===== src/rtl/tone_source.sv =====
// Note-playback tone generator with an independent tremolo square wave.
// Optional post-note silence (GAP state) is compiled in with `define TONE_GAP_EN.
module tone_source #(
  parameter int PERIOD_W  = 16,
  parameter int DUR_W     = 8,
  parameter int TICK_DIV  = 1000,
  parameter int TREM_HALF = 5000,
  parameter int GAP_TICKS = 1
) (
  input  logic                clk,
  input  logic                rst,
  input  logic [PERIOD_W-1:0] note_period,
  input  logic [DUR_W-1:0]    note_dur,
  input  logic                note_valid,
  output logic                note_ready,
  input  logic                stop,
  input  logic                trem_en,
  output logic                tone,
  output logic                trem,
  output logic                busy,
  output logic                done
);

  localparam int TICK_W = (TICK_DIV > 1) ? $clog2(TICK_DIV) : 1;
  localparam int TREM_W = (TREM_HALF > 1) ? $clog2(TREM_HALF) : 1;
  localparam int GAP_W  = (GAP_TICKS > 1) ? $clog2(GAP_TICKS) : 1;
  localparam int CNT_W  = (DUR_W > GAP_W) ? DUR_W : GAP_W;

  localparam logic [TICK_W-1:0] TICK_LAST = TICK_W'(TICK_DIV - 1);
  localparam logic [TREM_W-1:0] TREM_LAST = TREM_W'(TREM_HALF - 1);

  localparam logic [1:0] S_IDLE = 2'd0;
  localparam logic [1:0] S_PLAY = 2'd1;
`ifdef TONE_GAP_EN
  localparam logic [1:0] S_GAP  = 2'd2;
  localparam bit         GAP_ON = (GAP_TICKS != 0);
  localparam logic [CNT_W-1:0] GAP_END = CNT_W'((GAP_TICKS > 0) ? GAP_TICKS - 1 : 0);
`endif

  logic [1:0]          state;
  logic [PERIOD_W-1:0] period;
  logic [PERIOD_W-1:0] phase_cnt;
  logic [DUR_W-1:0]    note_len;
  logic [TICK_W-1:0]   tick_cnt;
  logic [CNT_W-1:0]    dur_cnt;
  logic [CNT_W-1:0]    dur_end;
  logic [TREM_W-1:0]   trem_cnt;
  logic                tick_last;
  logic                phase_hit;
  logic                end_hit;

  // dur_cnt counts completed ticks; the end edge is the last cycle of the last tick,
  // so no counter ever has to hold D*TICK_DIV itself.
  always_comb begin
    tick_last = (tick_cnt == TICK_LAST);
    phase_hit = (period != '0) && (phase_cnt == period - 1'b1);
    dur_end   = CNT_W'(note_len) - CNT_W'(1);
`ifdef TONE_GAP_EN
    if (state == S_GAP) dur_end = GAP_END;
`endif
    end_hit   = tick_last && (dur_cnt == dur_end);
  end

  always_ff @(posedge clk or posedge rst) begin
    if (rst) begin
      state      <= S_IDLE;
      period     <= '0;
      note_len   <= '0;
      phase_cnt  <= '0;
      tick_cnt   <= '0;
      dur_cnt    <= '0;
      tone       <= 1'b0;
      note_ready <= 1'b1;
      busy       <= 1'b0;
      done       <= 1'b0;
    end else begin
      done <= 1'b0;
      case (state)
        S_IDLE: begin
          if (note_valid && note_ready) begin
            period     <= note_period;
            note_len   <= (note_dur == '0) ? DUR_W'(1) : note_dur;
            phase_cnt  <= '0;
            tick_cnt   <= '0;
            dur_cnt    <= '0;
            tone       <= 1'b0;
            busy       <= 1'b1;
            note_ready <= 1'b0;
            state      <= S_PLAY;
          end
        end
        S_PLAY: begin
          if (stop) begin
            state      <= S_IDLE;
            phase_cnt  <= '0;
            tick_cnt   <= '0;
            dur_cnt    <= '0;
            tone       <= 1'b0;
            busy       <= 1'b0;
            note_ready <= 1'b1;
          end else if (end_hit) begin
            phase_cnt <= '0;
            tick_cnt  <= '0;
            dur_cnt   <= '0;
            tone      <= 1'b0;
`ifdef TONE_GAP_EN
            if (GAP_ON) begin
              state <= S_GAP;
            end else begin
              state      <= S_IDLE;
              busy       <= 1'b0;
              note_ready <= 1'b1;
              done       <= 1'b1;
            end
`else
            state      <= S_IDLE;
            busy       <= 1'b0;
            note_ready <= 1'b1;
            done       <= 1'b1;
`endif
          end else begin
            if (tick_last) begin
              tick_cnt <= '0;
              dur_cnt  <= dur_cnt + CNT_W'(1);
            end else begin
              tick_cnt <= tick_cnt + TICK_W'(1);
            end
            // A rest (period 0) never toggles, so its phase counter stays parked.
            if (phase_hit) begin
              phase_cnt <= '0;
              tone      <= ~tone;
            end else if (period != '0) begin
              phase_cnt <= phase_cnt + PERIOD_W'(1);
            end
          end
        end
`ifdef TONE_GAP_EN
        S_GAP: begin
          if (stop || end_hit) begin
            state      <= S_IDLE;
            tick_cnt   <= '0;
            dur_cnt    <= '0;
            busy       <= 1'b0;
            note_ready <= 1'b1;
            done       <= end_hit && !stop;
          end else if (tick_last) begin
            tick_cnt <= '0;
            dur_cnt  <= dur_cnt + CNT_W'(1);
          end else begin
            tick_cnt <= tick_cnt + TICK_W'(1);
          end
        end
`endif
        default: begin
          state      <= S_IDLE;
          phase_cnt  <= '0;
          tick_cnt   <= '0;
          dur_cnt    <= '0;
          tone       <= 1'b0;
          busy       <= 1'b0;
          note_ready <= 1'b1;
        end
      endcase
    end
  end

  // Tremolo runs regardless of note state; disabling it parks the wave low.
  always_ff @(posedge clk or posedge rst) begin
    if (rst) begin
      trem_cnt <= '0;
      trem     <= 1'b0;
    end else if (!trem_en) begin
      trem_cnt <= '0;
      trem     <= 1'b0;
    end else if (trem_cnt == TREM_LAST) begin
      trem_cnt <= '0;
      trem     <= ~trem;
    end else begin
      trem_cnt <= trem_cnt + TREM_W'(1);
    end
  end

endmodule


===== config.mk =====
export PLATFORM = sky130hd
export DESIGN_NAME = tone_source
export DESIGN_NICKNAME = d
export VERILOG_FILES = /design/src/rtl/tone_source.sv
export SDC_FILE = /design/constraint.sdc
export NUM_CORES = 1
export LEC_CHECK = 0
export CAP_MARGIN = 5
export CORE_ASPECT_RATIO = 0.5
export CORE_MARGIN = 2
export CORE_UTILIZATION = 50
export DETAILED_ROUTE_END_ITERATION = 10
export HOLD_SLACK_MARGIN = 0.08
export PLACE_DENSITY_LB_ADDON = 0.2
export SLEW_MARGIN = 30
export SYNTH_ARGS = -nofsm -noshare
export SYNTH_HDL_FRONTEND = slang
export SYNTH_SLANG_ARGS = --single-unit

===== constraint.sdc =====
create_clock -name clk -period 3.7 [get_ports clk]
set_input_delay 0.37 -clock clk [delete_from_list [all_inputs] [get_ports clk]]
set_output_delay 0.37 -clock clk [all_outputs]
set_load 0.005 [all_outputs]

# --- Word level (Yosys, flattened, before mapping) ---
# Cells that the tools add are included.
totals:
  ff_bits: 78
  input_bits: 29
  output_inout_bits: 5
  elab_cells: 82
classes:
  addsub: 6
  eq_ne: 11
  muxes: 40
  n_bitwise: 2
  reduce_logical: 11
op_table:
  columns: ["op", "count"]
  rows:
  - ["$mux 16", 5]
  - ["$mux 10", 4]
  - ["$mux 8", 5]
  - ["$pmux 16 s2", 1]
  - ["$mux 13", 2]
  - ["$pmux 10 s2", 1]
  - ["$add 16x1->16 const B", 1]
  - ["$eq 16x16->1", 1]
  - ["$pmux 8 s2", 1]
  - ["$reduce_bool 16->1", 1]
  - ["$sub 16x1->16 const B", 1]
  - ["$mux 1", 14]
  - ["$add 13x1->13 const B", 1]
  - ["$eq 13x13->1 const B", 1]
  - ["$add 10x1->10 const B", 1]
  - ["$eq 10x10->1 const B", 1]
  - ["$reduce_and 2->1", 5]
  - ["$add 8x1->8 const B", 1]
  - ["$eq 8x8->1", 1]
  - ["$logic_not 8->1", 1]
  - ["$ne 4x4->1 const B", 2]
  - ["$sub 8x1->8 const B", 1]
  - ["$mux 2", 3]
  - ["$pmux 1 s2", 3]
  - ["9 further kinds", 12]

# --- Logic depth before layout (Yosys ltp) ---
# Gate-level depths: netlist (run 1).
logic_depth:
  depth_word: 7
  mapped_depth: 12
  mapped_depth_nobuf: 10

# --- Least setup slack after synthesis (run 1) ---
# No wires, ideal clock.
synth_timing:
  path_kind: "reg2reg"
  from: "reg tick_cnt[3]"
  to: "reg tone"
  setup_time_ps: 125
  t_arrival_ps: 2687
  required_ps: 3575
  path_slack_ps: 889
  path_stages_with_launch: 10
  path_buffers: 1
  synth_period_minus_slack_ps: 2811
  cell_sequence: "dfrtp_1 -> nand4b_1 -> or4_1 -> buf_2 -> or4_4 -> a211oi_4 -> a21o_4 -> a21oi_2 -> nor2_8 -> mux2_2"
synth_between:
  elab_chain_len: 5
  word_cells_on_any_way: 7
  classes_between: "eq/ne (2); mux (3); reduce/logical (2)"
synth_lines:
  columns: ["element", "line_no", "text"]
  rows:
  - ["start, declared", "44", "logic [TICK_W-1:0] tick_cnt;"]
  - ["start signal, assigned", "126", "tick_cnt <= tick_cnt + TICK_W'(1);"]
  - ["$eq 10x10->1 (*)", "55", "tick_last = (tick_cnt == TICK_LAST);"]
  - ["$logic_and 1x1->1 (*)", "61", "end_hit = tick_last && (dur_cnt == dur_end);"]
  - ["$mux 1", "101", "end else if (end_hit) begin"]
  - ["$mux 1", "93", "if (stop) begin"]
  - ["$pmux 1 s2", "78", "case (state)"]
  - ["end signal, assigned", "131", "tone <= ~tone;"]
  - ["end, declared", "18", "output logic tone,"]
# Every way passes the cells marked *; elsewhere a longest branch is shown, timed or not.
# A chain may end at the register's enable or synchronous reset.

# --- Worst setup path in the final report (run 1) ---
layout_timing:
  from: "reg tick_cnt[0]"
  to: "reg tone"
# Same word-level chain as after synthesis.

==> flow_summary.toml, run 1 <==
[status]
outcome = "complete, no violations"

[setup_path]
end_kind = "flop"
max_stage_delay_ps = 580
crit_arrival_ps = 3310
cp_max_fo = 18
path_class = "reg2reg"
cp_cell_sequence = "ha_1, nand2_1, or4_1, or4_4, a211oi_4, a21o_4, a21oi_2, nor2_8, mux2_2"
r2r-start = "tick_cnt[0]$_DFFE_PP0P_"
rrSetupSlack_ps = 600
crit_required_ps = 3920
startpoint = "tick_cnt[0]$_DFFE_PP0P_"
r2r_cells = 9
start_kind = "flop"
crit_end = "tone$_DFFE_PP0P_"
r2r-end = "tone$_DFFE_PP0P_"
critPathSlowestCell = "or4_4"

[clock_tree]
h-tree-depth = 3
clock_sinks = 76
cts_resized = 0
hold_buffers = 0
cts_setup_buffers = 0
clockBufferDepth = 2
clk_pin_slew_worst_paths_ps = 60
tritoncts = "built"
clock-root-buffer = "clkbuf_16"
clkLatencyLatePin_ps = 330
numCtsBuffers = 9

[yosys]
syn_inst = 474
yosysSeqAreaShare_pct = 42.40
synth-compound-area-share_pct = 12.32
ys_top_cells_by_area = "dfrtp_1, xnor2_1, mux2_2, nor2_1, xor2_1"
synth-xor-area-share_pct = 10.54
synth_most_common_cell = "dfrtp_1"
synth-simple-area-share_pct = 23.70
syn_nets = 509
netlist_area_mm2 = 0.004488
synth_common_cells = "dfrtp_1, nor2_1, nand2_1, xnor2_1, o21ai_0"
yosysUniqueCellTypes = 62
ys_warn_count = 0
synth_seq_cells = 76
synth_fa_ha_area_share_pct = 1.673
ys.flop_type = "dfrtp_1"
synth_top_area_share_pct = 41.82
avgSynthCellArea_um2 = 9.468
yosys.area.top_type = "dfrtp_1"
synth_top_family_by_area = "simple AND/OR/NAND/NOR gates"
synthMuxAreaShare_pct = 6.468
async_flop_share_pct = 100.0
synth_edf_count = 0

[timing]
final-hold-violation-count = 0
rsz0062_at_grt = "no"
max_freq_mhz = 323.1
finalSetupTns_ps = 0
final_max_slew_viol_count = 0
max_slew_margin_pct = 60.53
setup_viol = 0
worst_pin_slew_ps = 586.6
post-route-period-util_pct = 83.66
period_needed_ps = 3095
whs_ps = 415.6
fin_worst_skew_ps = 3.795

[floorplan]
coreArea_mm2 = 0.008708
start_util_pct = 51.54
die_w_um = 138.0
boundaryPins = 34
die_area_mm2 = 0.009796
dieHeight_um = 71.00
num_rows = 24

[global_route]
grt.total_usage_pct = 21.50
antenna_found_initial = 0
grt_pass1_wl_mm = 16.58
grt_max_degree = 30
grt_pass1_vias = 3526
overflow = 0

[pwr]
leakagePower_nw = 2.296
ir_drop_uv = 199.1
p_total_w = 0.001917
powerDensity_mw_per_mm2 = 362.7

[finish]
multi_input_area_mm2 = 0.002455
syn_to_final_growth_pct = 17.79
drive_gt1_share_pct = 12.50
final_nets = 542
postLayoutCellArea_mm2 = 0.005286
fill_cells = 735
final_cells = 629
diodes = 0
seqCellArea_mm2 = 0.001903

[detailed_routing]
wl_mm = 9.304
drc = 0
drt-initial-drc-count = 343
viasPerCell = 5.630
dr.pass1.iters = 4
ant_nets = 0
wl_per_cell_um = 14.79
num_vias = 3541

[run]
maxCapViolations = 0

[placement]
port_buffers = 33
hpwl_mm = 6.617
gp_congestion = 0.8499
dp_cells = 613
post_dp_cell_area_mm2 = 0.004936

[worst_hold_path]
hold_path.class = "in2async"
flip-flops by register name, summed over array words and instances (netlist names):
signal      count
phase_cnt      16
trem            1
note_ready      1
period         16
busy            1
tone            1
trem_cnt       13
tick_cnt       10
done            1
note_len        8
dur_cnt         8
cells by family after synthesis:
kind of cell / after synthesis
simple gates: 202
buf+inv: 32
flops: 76
xor+xnor: 54
compound gates: 78
fa+ha+maj: 6
mux: 26
how the worst min path moves through the flow:
stage | from | cells past startpoint | endpoint
after detailed placement | trem_cnt[0]$_DFF_PP0_ | 1 | trem_cnt[0]$_DFF_PP0_
after global placement | trem_cnt[0]$_DFF_PP0_ | 1 | trem_cnt[0]$_DFF_PP0_
final | rst | 2 | trem_cnt[7]$_DFF_PP0_
after floorplan | trem_cnt[0]$_DFF_PP0_ | 1 | trem_cnt[0]$_DFF_PP0_
after CTS | rst | 2 | trem_cnt[7]$_DFF_PP0_
after global routing | rst | 2 | trem_cnt[4]$_DFF_PP0_
critical path, delay by kind of cell (launching register included):
kind | cells | cell delay, ps
flip-flops | 1 | 400
adder cells (fa/ha/maj) | 1 | 240
multiplexers | 1 | 350
AND/OR/NAND/NOR | 4 | 1330
AO/OA/AOI/OAI | 3 | 650
cell type report:
type / count / share of cell area (%)
Tap cell: 117 / 2.769
Inverter: 15 / 1.065
Multi-Input combinational cell: 366 / 46.44
Timing Repair Buffer: 39 / 7.101
Clock inverter: 6 / 2.107
Sequential cell: 76 / 36.00
Clock buffer: 10 / 4.521
report_power, final:
| part | total, W | internal (W) | switching (W) |
|---|---|---|---|
| Sequential | 0.000837 | 0.000834 | 0.00000275 |
| Combinational | 0.0000594 | 0.0000311 | 0.0000283 |
| Clock | 0.00102 | 0.000677 | 0.000344 |
| Total | 0.00192 | 0.00154 | 0.000375 |
per-stage QoR:
stage	worst slack (ps)	utilization, %
after global placement	726.1	56.68
after CTS	607.0	60.70
final	604.5	60.70
after detailed placement	654.7	56.68
after global routing	367.7	60.70
after floorplan	888.6	-
cell usage in the layout, fill, tap and decap left out, types with 6 or more instances in the layout:
| cell type | n |
|---|---|
| mux2_2 | 24 |
| dfrtp_1 | 75 |
| nor4_1 | 13 |
| xor2_1 | 20 |
| inv_1 | 13 |
| nor2_1 | 47 |
| buf_4 | 6 |
| o21ai_0 | 33 |
| nand3_1 | 26 |
| nor3_1 | 12 |
| nor2b_1 | 6 |
| nand2_1 | 40 |
| and3_1 | 12 |
| clkdlybuf4s50_1 | 33 |
| nand2b_1 | 9 |
| xnor2_1 | 34 |
| nand3b_1 | 6 |
| clkbuf_16 | 9 |
| ha_1 | 6 |
metal layers:
| metal | track usage [%] | vias to the layer above | share of wire [%] |
|---|---|---|---|
| met5 | 0 | - | 0 |
| met4 | 5.215 | 0 | 0.75 |
| met3 | 5.950 | 7 | 4.6 |
| met2 | 35.81 | 71 | 47 |
| met1 | 28.05 | 1715 | 47 |
| li1 | - | 1748 | - |
No activity file was read; power rests on OpenSTA's default activity.
==> inputs of run 2 (changes only) <==
==> constraint.sdc (replaced) <==
create_clock -name clk -period 3.1 [get_ports clk]
set_input_delay 0.31 -clock clk [delete_from_list [all_inputs] [get_ports clk]]
set_output_delay 0.31 -clock clk [all_outputs]
set_load 0.005 [all_outputs]
==> run 2 against run 1 <==
Net effect: sequential cell count is the same; cell count grew 0.79%; wire length grew 1.2%; register-to-register slack lost 400 ps; clock skew grew 1.8 ps; clock-buffer cell count shrank 1; worst hold slack lost 23 ps; critical path type unchanged; sequential power grew 19%; design area is essentially flat; critical endpoint unchanged; critical path depth is the same; die area is the same; worst setup slack lost 400 ps.
==> flow_summary.toml, run 2 (synthesis results as in run 1) <==
[status]
outcome = "complete, no violations"

[clock_tree]
clock-root-buffer = "clkbuf_16"
h-tree-depth = 3
clk_pin_slew_worst_paths_ps = 60
numCtsBuffers = 9
hold_buffers = 0
clkLatencyLatePin_ps = 340
clock_sinks = 76
clockBufferDepth = 2
tritoncts = "built"

[detailed_routing]
drc = 0
dr.pass1.iters = 5
drt-initial-drc-count = 227
ant_nets = 0
num_vias = 3572
wl_mm = 9.416
wl_per_cell_um = 14.85
viasPerCell = 5.634

[finish]
drive_gt1_share_pct = 13.54
final_util_pct = 60.68
final_common_cell = "dfrtp_1"
diodes = 0
final_nets = 547
fill_cells = 755
final_cell_mix = "dfrtp_1, nor2_1, nand2_1"
reg_top3 = "period x16, phase_cnt x16, trem_cnt x13"
syn_to_final_growth_pct = 17.73

[setup_path]
r2r-start = "tick_cnt[0]$_DFFE_PP0P_"
path_class = "reg2reg"
rrSetupSlack_ps = 200
crit_arrival_ps = 3120
r2r-end = "tone$_DFFE_PP0P_"
start_kind = "flop"
end_kind = "flop"
cp_max_fo = 10
crit_required_ps = 3330
r2r_cells = 9

[global_route]
grt_pass1_wl_mm = 16.62
grt_max_degree = 47
grt.total_usage_pct = 21.72
grt_pass1_vias = 3551
overflow = 0
antenna_found_initial = 0

[timing]
post-route-period-util_pct = 93.43
fin_worst_skew_ps = 5.643
final_max_slew_viol_count = 0
period_needed_ps = 2896
max_slew_margin_pct = 54.33
rsz0062_at_grt = "no"
final-hold-violation-count = 0
setup_viol = 0
worst_pin_slew_ps = 684.0
max_freq_mhz = 345.3
finalSetupTns_ps = 0

[floorplan]
boundaryPins = 34
coreArea_mm2 = 0.008708
start_util_pct = 51.54
die_w_um = 138.0
die_area_mm2 = 0.009796
dieHeight_um = 71.00
num_rows = 24

[placement]
gp_congestion = 0.8994
hpwl_mm = 6.768
port_buffers = 33

[pwr]
ir_drop_uv = 285.7
p_total_w = 0.002107
powerDensity_mw_per_mm2 = 398.8
leakagePower_nw = 2.294

[worst_hold_path]
hold_path.class = "in2async"

[run]
maxCapViolations = 0
run 2: changes by cell type in the layout (fill, tap and decap cells not counted), sizes merged:
| cell | change |
|---|---|
| clkbuf | -1 |
| bufinv | -2 |
| clkinv | +1 |
| buf | +5 |
| clkinvlp | +2 |
run 2: metrics by stage:
step,worst slack [ps],hold slack [ps],std cells,cell area (um^2)
after global placement,250.6,446.7,618,4986
after detailed placement,173.2,450.0,618,4986
after global routing,48.79,479.3,634,5284
after CTS,156.1,414.0,634,5279
after floorplan,288.6,432.9,474,4488
final,203.6,392.4,634,5284
run 2: per-layer routing:
metal / wire length, um / vias up / global-route usage, %
met5: 0 / - / 0
met4: 101 / 0 / 6.236
met3: 422 / 12 / 6.380
met2: 4298 / 71 / 34.76
met1: 4594 / 1732 / 28.92
li1: - / 1757 / -
run 2: repair_timing:
item / 4_1_cts / 5_1_grt
resized for setup: 0 / 3
setup buffers: 0 / 0
setup endpoints to repair: 0 / 2
run 2: area by class of cell:
| cell class | count | area, um^2 | share of cell area, % |
|---|---|---|---|
| Multi-Input combinational cell | 366 | 2460 | 46.55 |
| Sequential cell | 76 | 1903 | 36.02 |
| Timing Repair Buffer | 44 | 425.4 | 8.051 |
| Clock buffer | 9 | 225.2 | 4.262 |
| Tap cell | 117 | 146.4 | 2.771 |
| Clock inverter | 7 | 67.56 | 1.279 |
| Inverter | 15 | 56.30 | 1.066 |
run 2: power by group:
| group | switching (W) | internal (W) | leakage [nW] |
|---|---|---|---|
| Sequential | 0.00000306 | 0.000995 | 1.05 |
| Combinational | 0.0000343 | 0.0000387 | 1.11 |
| Clock | 0.000418 | 0.000618 | 0.137 |
run 2: worst max-delay path by stage:
stage,startpoint,endpoint,slack (ps)
4_1_cts,tick_cnt[0]$_DFFE_PP0P_,tone$_DFFE_PP0P_,160
5_1_grt,period[0]$_DFFE_PP0P_,tone$_DFFE_PP0P_,50
3_3_place_gp,tick_cnt[0]$_DFFE_PP0P_,tone$_DFFE_PP0P_,250
2_1_floorplan,tick_cnt[3]$_DFFE_PP0P_,tone$_DFFE_PP0P_,290
6_report,tick_cnt[0]$_DFFE_PP0P_,tone$_DFFE_PP0P_,200
3_5_place_dp,tick_cnt[0]$_DFFE_PP0P_,tone$_DFFE_PP0P_,170
run 2: critical path, cell delays in order (launching register included):
cell and delay (ps):
dfrtp_1 410, ha_1 230, nand2_1 70, or4_4 450, or4_4 560, a211oi_4 280, a21o_4 230, a21oi_2 80
nor2_8 120, mux2_2 330
==> inputs of run 3 (changes only) <==
--- a/config.mk
+++ b/config.mk
@@ -12,7 +12,6 @@
 export DETAILED_ROUTE_END_ITERATION = 10
 export HOLD_SLACK_MARGIN = 0.08
 export PLACE_DENSITY_LB_ADDON = 0.2
-export SLEW_MARGIN = 30
 export SYNTH_ARGS = -nofsm -noshare
 export SYNTH_HDL_FRONTEND = slang
 export SYNTH_SLANG_ARGS = --single-unit
==> results of run 3 <==
Final layout, timing and power as in run 2 (identical DEF).
